File: config.mk
export PLATFORM = sky130hd
export DESIGN_NAME = la_trace_decoder
export DESIGN_NICKNAME = d
export VERILOG_FILES = /design/src/rtl/la_trace_decoder.sv
export SDC_FILE = /design/constraint.sdc
export NUM_CORES = 1
export LEC_CHECK = 0
export CAP_MARGIN = 25
export CORE_MARGIN = 4
export CORE_UTILIZATION = 42
export CTS_CLUSTER_SIZE = 40
export DETAILED_ROUTE_END_ITERATION = 10
export PLACE_DENSITY = 0.86
export SLEW_MARGIN = 25
export SYNTH_ARGS = -nofsm -noshare
export SYNTH_HDL_FRONTEND = slang
export SYNTH_SLANG_ARGS = --single-unit
File: constraint.sdc
create_clock -name axis_clk -period 4.3 [get_ports axis_clk]
set_input_delay 0.645 -clock axis_clk [delete_from_list [all_inputs] [get_ports axis_clk]]
set_output_delay 0.645 -clock axis_clk [all_outputs]
set_load 0.02 [all_outputs]
File: src/rtl/la_trace_decoder.sv
// la_trace_decoder: expands run-length LA trace packets {rc, sample} back into
// one sample per cycle. Null (all-zero) packets and malformed packets (rc==0,
// non-zero payload) each become a single gap sample marking lost data.
// Optional statistics counters are built when LA_DEC_STATS_EN is defined;
// otherwise pkt_cnt/gap_cnt/err_cnt/err_flag are tied to 0.
module la_trace_decoder #(
  parameter int unsigned DATA_W = 24,
  parameter int unsigned RC_W   = 8,
  parameter int unsigned CNT_W  = 16
) (
  input  logic              axis_clk,
  input  logic              axis_rst,
  input  logic [31:0]       s_tdata,
  input  logic              s_tvalid,
  output logic              s_tready,
  input  logic              s_tlast,
  input  logic [1:0]        s_tuser,
  output logic [DATA_W-1:0] smp_data,
  output logic              smp_valid,
  input  logic              smp_ready,
  output logic              smp_gap,
  output logic              smp_last,
  output logic [CNT_W-1:0]  pkt_cnt,
  output logic [CNT_W-1:0]  gap_cnt,
  output logic [CNT_W-1:0]  err_cnt,
  output logic              err_flag
);

  typedef enum logic {IDLE, EXPAND} state_t;

  state_t            state_q, state_n;
  logic [RC_W-1:0]   remain_q, remain_n;
  logic [DATA_W-1:0] data_q, data_n;
  logic              gap_q, gap_n;
  logic              last_q, last_n;
  logic              slast_q, slast_n;
  logic              load;

  logic [RC_W-1:0]   pkt_rc;
  logic              pkt_rc_zero;
  logic              remain_one;
  logic              accept;

  // s_tuser carries no meaning here; fold it (and any bits outside the fields) away
  logic unused_in;
  assign unused_in = ^{s_tuser, s_tdata};

  assign pkt_rc      = s_tdata[31 -: RC_W];
  assign pkt_rc_zero = (pkt_rc == '0);
  assign remain_one  = (remain_q == RC_W'(1));

  // Ready when idle, or when the last sample of the current run is being consumed
  assign s_tready  = (state_q == IDLE) | ((state_q == EXPAND) & remain_one & smp_ready);
  assign accept    = s_tvalid & s_tready;

  assign smp_valid = (state_q == EXPAND);
  assign smp_data  = data_q;
  assign smp_gap   = gap_q;
  assign smp_last  = slast_q;

  // State, sample and run-length registers
  always_ff @(posedge axis_clk or posedge axis_rst) begin
    if (axis_rst) begin
      state_q  <= IDLE;
      remain_q <= '0;
      data_q   <= '0;
      gap_q    <= 1'b0;
      last_q   <= 1'b0;
      slast_q  <= 1'b0;
    end else begin
      state_q  <= state_n;
      remain_q <= remain_n;
      data_q   <= data_n;
      gap_q    <= gap_n;
      last_q   <= last_n;
      slast_q  <= slast_n;
    end
  end

  // Next-state: count down the run, chain into the next packet with no bubble
  always_comb begin
    state_n  = state_q;
    remain_n = remain_q;
    data_n   = data_q;
    gap_n    = gap_q;
    last_n   = last_q;
    load     = 1'b0;

    case (state_q)
      IDLE: begin
        if (accept) load = 1'b1;
      end
      EXPAND: begin
        if (smp_ready) begin
          if (!remain_one) begin
            remain_n = remain_q - RC_W'(1);
          end else if (accept) begin
            load = 1'b1;
          end else begin
            state_n  = IDLE;
            remain_n = '0;
          end
        end
      end
      default: begin
        state_n  = IDLE;
        remain_n = '0;
      end
    endcase

    if (load) begin
      state_n = EXPAND;
      last_n  = s_tlast;
      if (!pkt_rc_zero) begin
        data_n   = s_tdata[DATA_W-1:0];
        gap_n    = 1'b0;
        remain_n = pkt_rc;
      end else begin
        // null or malformed: a single gap sample
        data_n   = '0;
        gap_n    = 1'b1;
        remain_n = RC_W'(1);
      end
    end

    slast_n = last_n & (remain_n == RC_W'(1)) & (state_n == EXPAND);
  end

`ifdef LA_DEC_STATS_EN
  logic             pkt_null;
  logic             pkt_bad;
  logic [CNT_W-1:0] pkt_cnt_q, gap_cnt_q, err_cnt_q;
  logic             err_flag_q;

  assign pkt_null = (s_tdata == 32'h0);
  assign pkt_bad  = pkt_rc_zero & ~pkt_null;

  // Saturating statistics counters and sticky malformed-packet flag
  always_ff @(posedge axis_clk or posedge axis_rst) begin
    if (axis_rst) begin
      pkt_cnt_q  <= '0;
      gap_cnt_q  <= '0;
      err_cnt_q  <= '0;
      err_flag_q <= 1'b0;
    end else if (accept) begin
      if (pkt_cnt_q != '1) pkt_cnt_q <= pkt_cnt_q + CNT_W'(1);
      if (pkt_null && gap_cnt_q != '1) gap_cnt_q <= gap_cnt_q + CNT_W'(1);
      if (pkt_bad && err_cnt_q != '1) err_cnt_q <= err_cnt_q + CNT_W'(1);
      if (pkt_bad) err_flag_q <= 1'b1;
    end
  end

  assign pkt_cnt  = pkt_cnt_q;
  assign gap_cnt  = gap_cnt_q;
  assign err_cnt  = err_cnt_q;
  assign err_flag = err_flag_q;
`else
  assign pkt_cnt  = '0;
  assign gap_cnt  = '0;
  assign err_cnt  = '0;
  assign err_flag = 1'b0;
`endif

endmodule

==> reports/qor.yml <==
outcome:
  outcome: "complete, no violations"
worst_setup_path:
  cp-end-kind: "output pin"
  path_max_fanout: 5
  cpLargestDelayFamily: "buffers and inverters"
  startpoint_type: "input port"
  cp_cell_sequence: "clkdlybuf4s50_1, nor4b_2, a21bo_4, clkdlybuf4s50_1"
  crit_path_top_delay_cell: "clkdlybuf4s50_1"
  arrival_ns: 2.35
  crit_top_cell: "clkdlybuf4s50_1"
  cpPeakStageDelay_ns: 0.61
  crit_buf_inv: 2
  worstSetupPathType: "in -> out"
  required_ns: 3.65
power_and_ir_drop:
  p_sw_frac: 0.391
  power_frac_seq: 0.386
  p_sw_w: 0.000615
  powerDensity_mw_per_mm2: 576
  p_total_w: 0.00158
  vdd.ir_drop.worst_v: 0.000336
  p_leak_nw: 1.30
  clockPowerShare: 0.163
  internal_power_w: 0.000960
  comb_power_share: 0.451
layout:
  area_growth_pct: 27.1
  antenna_cells: 0
  mostFrequentLayoutCells: "clkdlybuf4s50_1 (64), nand2_1 (58), conb_1 (49)"
  nets: 342
  drive_above_1_share: 0.0698
  layout.cells.most_common: "clkdlybuf4s50_1"
  finalInstanceArea_mm2: 0.00274
  fill_cells: 450
detailed_routing:
  drcViolationCount: 0
  met3_length_um: 540
  via_per_inst: 4.80
  routed.top_layer: "met4"
  antenna_left: 0
  drt-pass1-iter-count: 4
  wire_per_inst_um: 13.6
  wl_met1_mm: 1.93
  wl_met2_mm: 2.51
  vias: 1767
  drt_iter0_markers: 69
  wirelength_mm: 5.01
clock_tree:
  cts_tree: "yes"
  root_buffer: "clkbuf_8"
  cts_buffers: 5
  postCtsResizedCells: 0
  cts_sinks: 36
  cts_setup_buffers: 0
  cts_hold_buf: 0
  worstSkewPairLatency_ns: 0.28
  clockBufferDepth: 2
  cts-htree-levels: 2
  path_clk_slew_ns: 0.07
place:
  gp_congestion: 0.926
  io_buffers: 64
  placed_area_mm2: 0.00264
  place_ws_ns: 1.25
  hpwl_mm: 3.71
sta:
  tns_ns: 0
  fin_crit_sh: 0.697
  slew_violations: 0
  setup_slack_ns: 1.30
  worst_slew_pin_slew_ns: 0.860
  setup_violations: 0
  period_needed_ns: 3.00
  fmax_ghz: 0.334
  skew_ns: 0.00263
  rsz0062_at_grt: "no"
  final_hold_viol_count: 0
  maxSlewHeadroom: 0.426
worst_hold_path:
  hold_class: "reg -> reg"
floorplanning:
  io_pins: 116
  core_area_mm2: 0.00485
  die_area_mm2: 0.00633
  fp.dieH_um: 79.6
  rows: 25
  initial_core_util: 0.444
  die_w_um: 79.6
global_routing:
  grt_pass1_vias: 1678
  grt_overflow: 0
  antenna_found_initial: 0
  grt_max_degree: 38
  grt_pass1_wl_mm: 8.02
  track_usage: 0.162
synthesis:
  synth-edff-count: 0
  seq_area_frac_synth: 0.419
  syn_inst: 239
  ys_top_cells_by_area: "dfrtp_1 (42%), buf_4 (17%), nand2_1 (10%)"
  synth_seq_cells: 36
  yosysUniqueCellTypes: 46
  synthArstFlopShare: 1.00
  synth_area_mm2: 0.00215
  synth_top_area_frac: 0.419
  synth_ff_type: "dfrtp_1"
  synth_area_per_cell_um2: 9.00
  yosysTopAreaCell: "dfrtp_1"
  ys.warnings.count: 0
job:
  drv_cap: 0
[synth_stat cells, drive strengths merged, types with 3 or more instances]
| cell type | n |
|---|---|
| nand3 | 25 |
| mux2 | 3 |
| o211ai | 5 |
| inv | 5 |
| o21ai | 4 |
| nor4 | 6 |
| nor2 | 5 |
| buf | 53 |
| clkbuf | 6 |
| nand2 | 59 |
| nor4b | 3 |
| dfrtp | 36 |
[state kept, by name, summed over array words and instances (netlist names)]
name / cells
smp_gap: 1
smp_last: 1
smp_valid: 1
last_q: 1
remain_q: 8
smp_data: 24
[stage by stage]
step           std cells  utilization  hold slack [ns]
2_1_floorplan        287            -            0.446
3_3_place_gp         361        0.544            0.449
3_5_place_dp         361        0.544            0.455
4_1_cts              368        0.564            0.470
5_1_grt              368        0.564            0.484
6_report             368        0.564            0.465
[path summary, 6_finish.rpt]
kind	end	depth (start not counted)	from	slack, ns
setup / recovery	s_tready	4	smp_ready	1.30
hold / removal	smp_data[7]	2	smp_data[7]	0.46
setup reg to reg	smp_last	9	remain_q[1]	1.69
hold reg to reg	smp_data[7]	2	smp_data[7]	0.46
max in group asynchronous	smp_data[9]	3	axis_rst	3.20
min in group asynchronous	smp_data[21]	3	axis_rst	0.76
[final cells by class]
| class | instances | area [um^2] | area share |
|---|---|---|---|
| clock buffer | 7 | 96.3 | 0.0352 |
| inverter | 5 | 18.8 | 0.00686 |
| multi-input combinational | 187 | 980 | 0.358 |
| sequential | 36 | 901 | 0.329 |
| tap | 67 | 83.8 | 0.0306 |
| timing repair buffer | 66 | 656 | 0.240 |
[power by group through the flow]
stage	registers [W]	clock network, W	logic (W)
6_report	0.000608	0.000257	0.000710
3_3_place_gp	0.000606	0	0.000699
3_5_place_dp	0.000615	0	0.000713
2_1_floorplan	0.000718	0	0.000324
4_1_cts	0.000609	0.000267	0.000715
5_1_grt	0.000630	0.000286	0.000771
[per-layer routing]
metal | vias to the layer above | GRT usage
met1 | 837 | 0.190
li1 | 833 | -
met3 | 6 | 0.0587
met2 | 91 | 0.280
met5 | - | 0
met4 | 0 | 0.0412
[worst register-to-register path, cell delays in order, from the launching register on]
cell      delay, ns
dfrtp_1        0.43
inv_1          0.10
ha_1           0.16
nor4b_2        0.39
a21bo_4        0.24
and2_1         0.46
buf_4          0.31
a21o_2         0.16
a311oi_1       0.04
and4b_1        0.20
[logic make-up (layout without fill, tap and decap cells)]
| logic type | after synthesis | count (layout) | share of synthesized area |
|---|---|---|---|
| fa+ha+maj | 2 | 2 | 0.0116 |
| other cells | 1 | 49 | 0.00174 |
| flops | 36 | 36 | 0.419 |
| simple gates | 110 | 110 | 0.257 |
| buf+inv | 64 | 78 | 0.210 |
| mux | 3 | 3 | 0.0174 |
| compound gates | 23 | 23 | 0.0837 |
(Power assumes the default switching activity.)
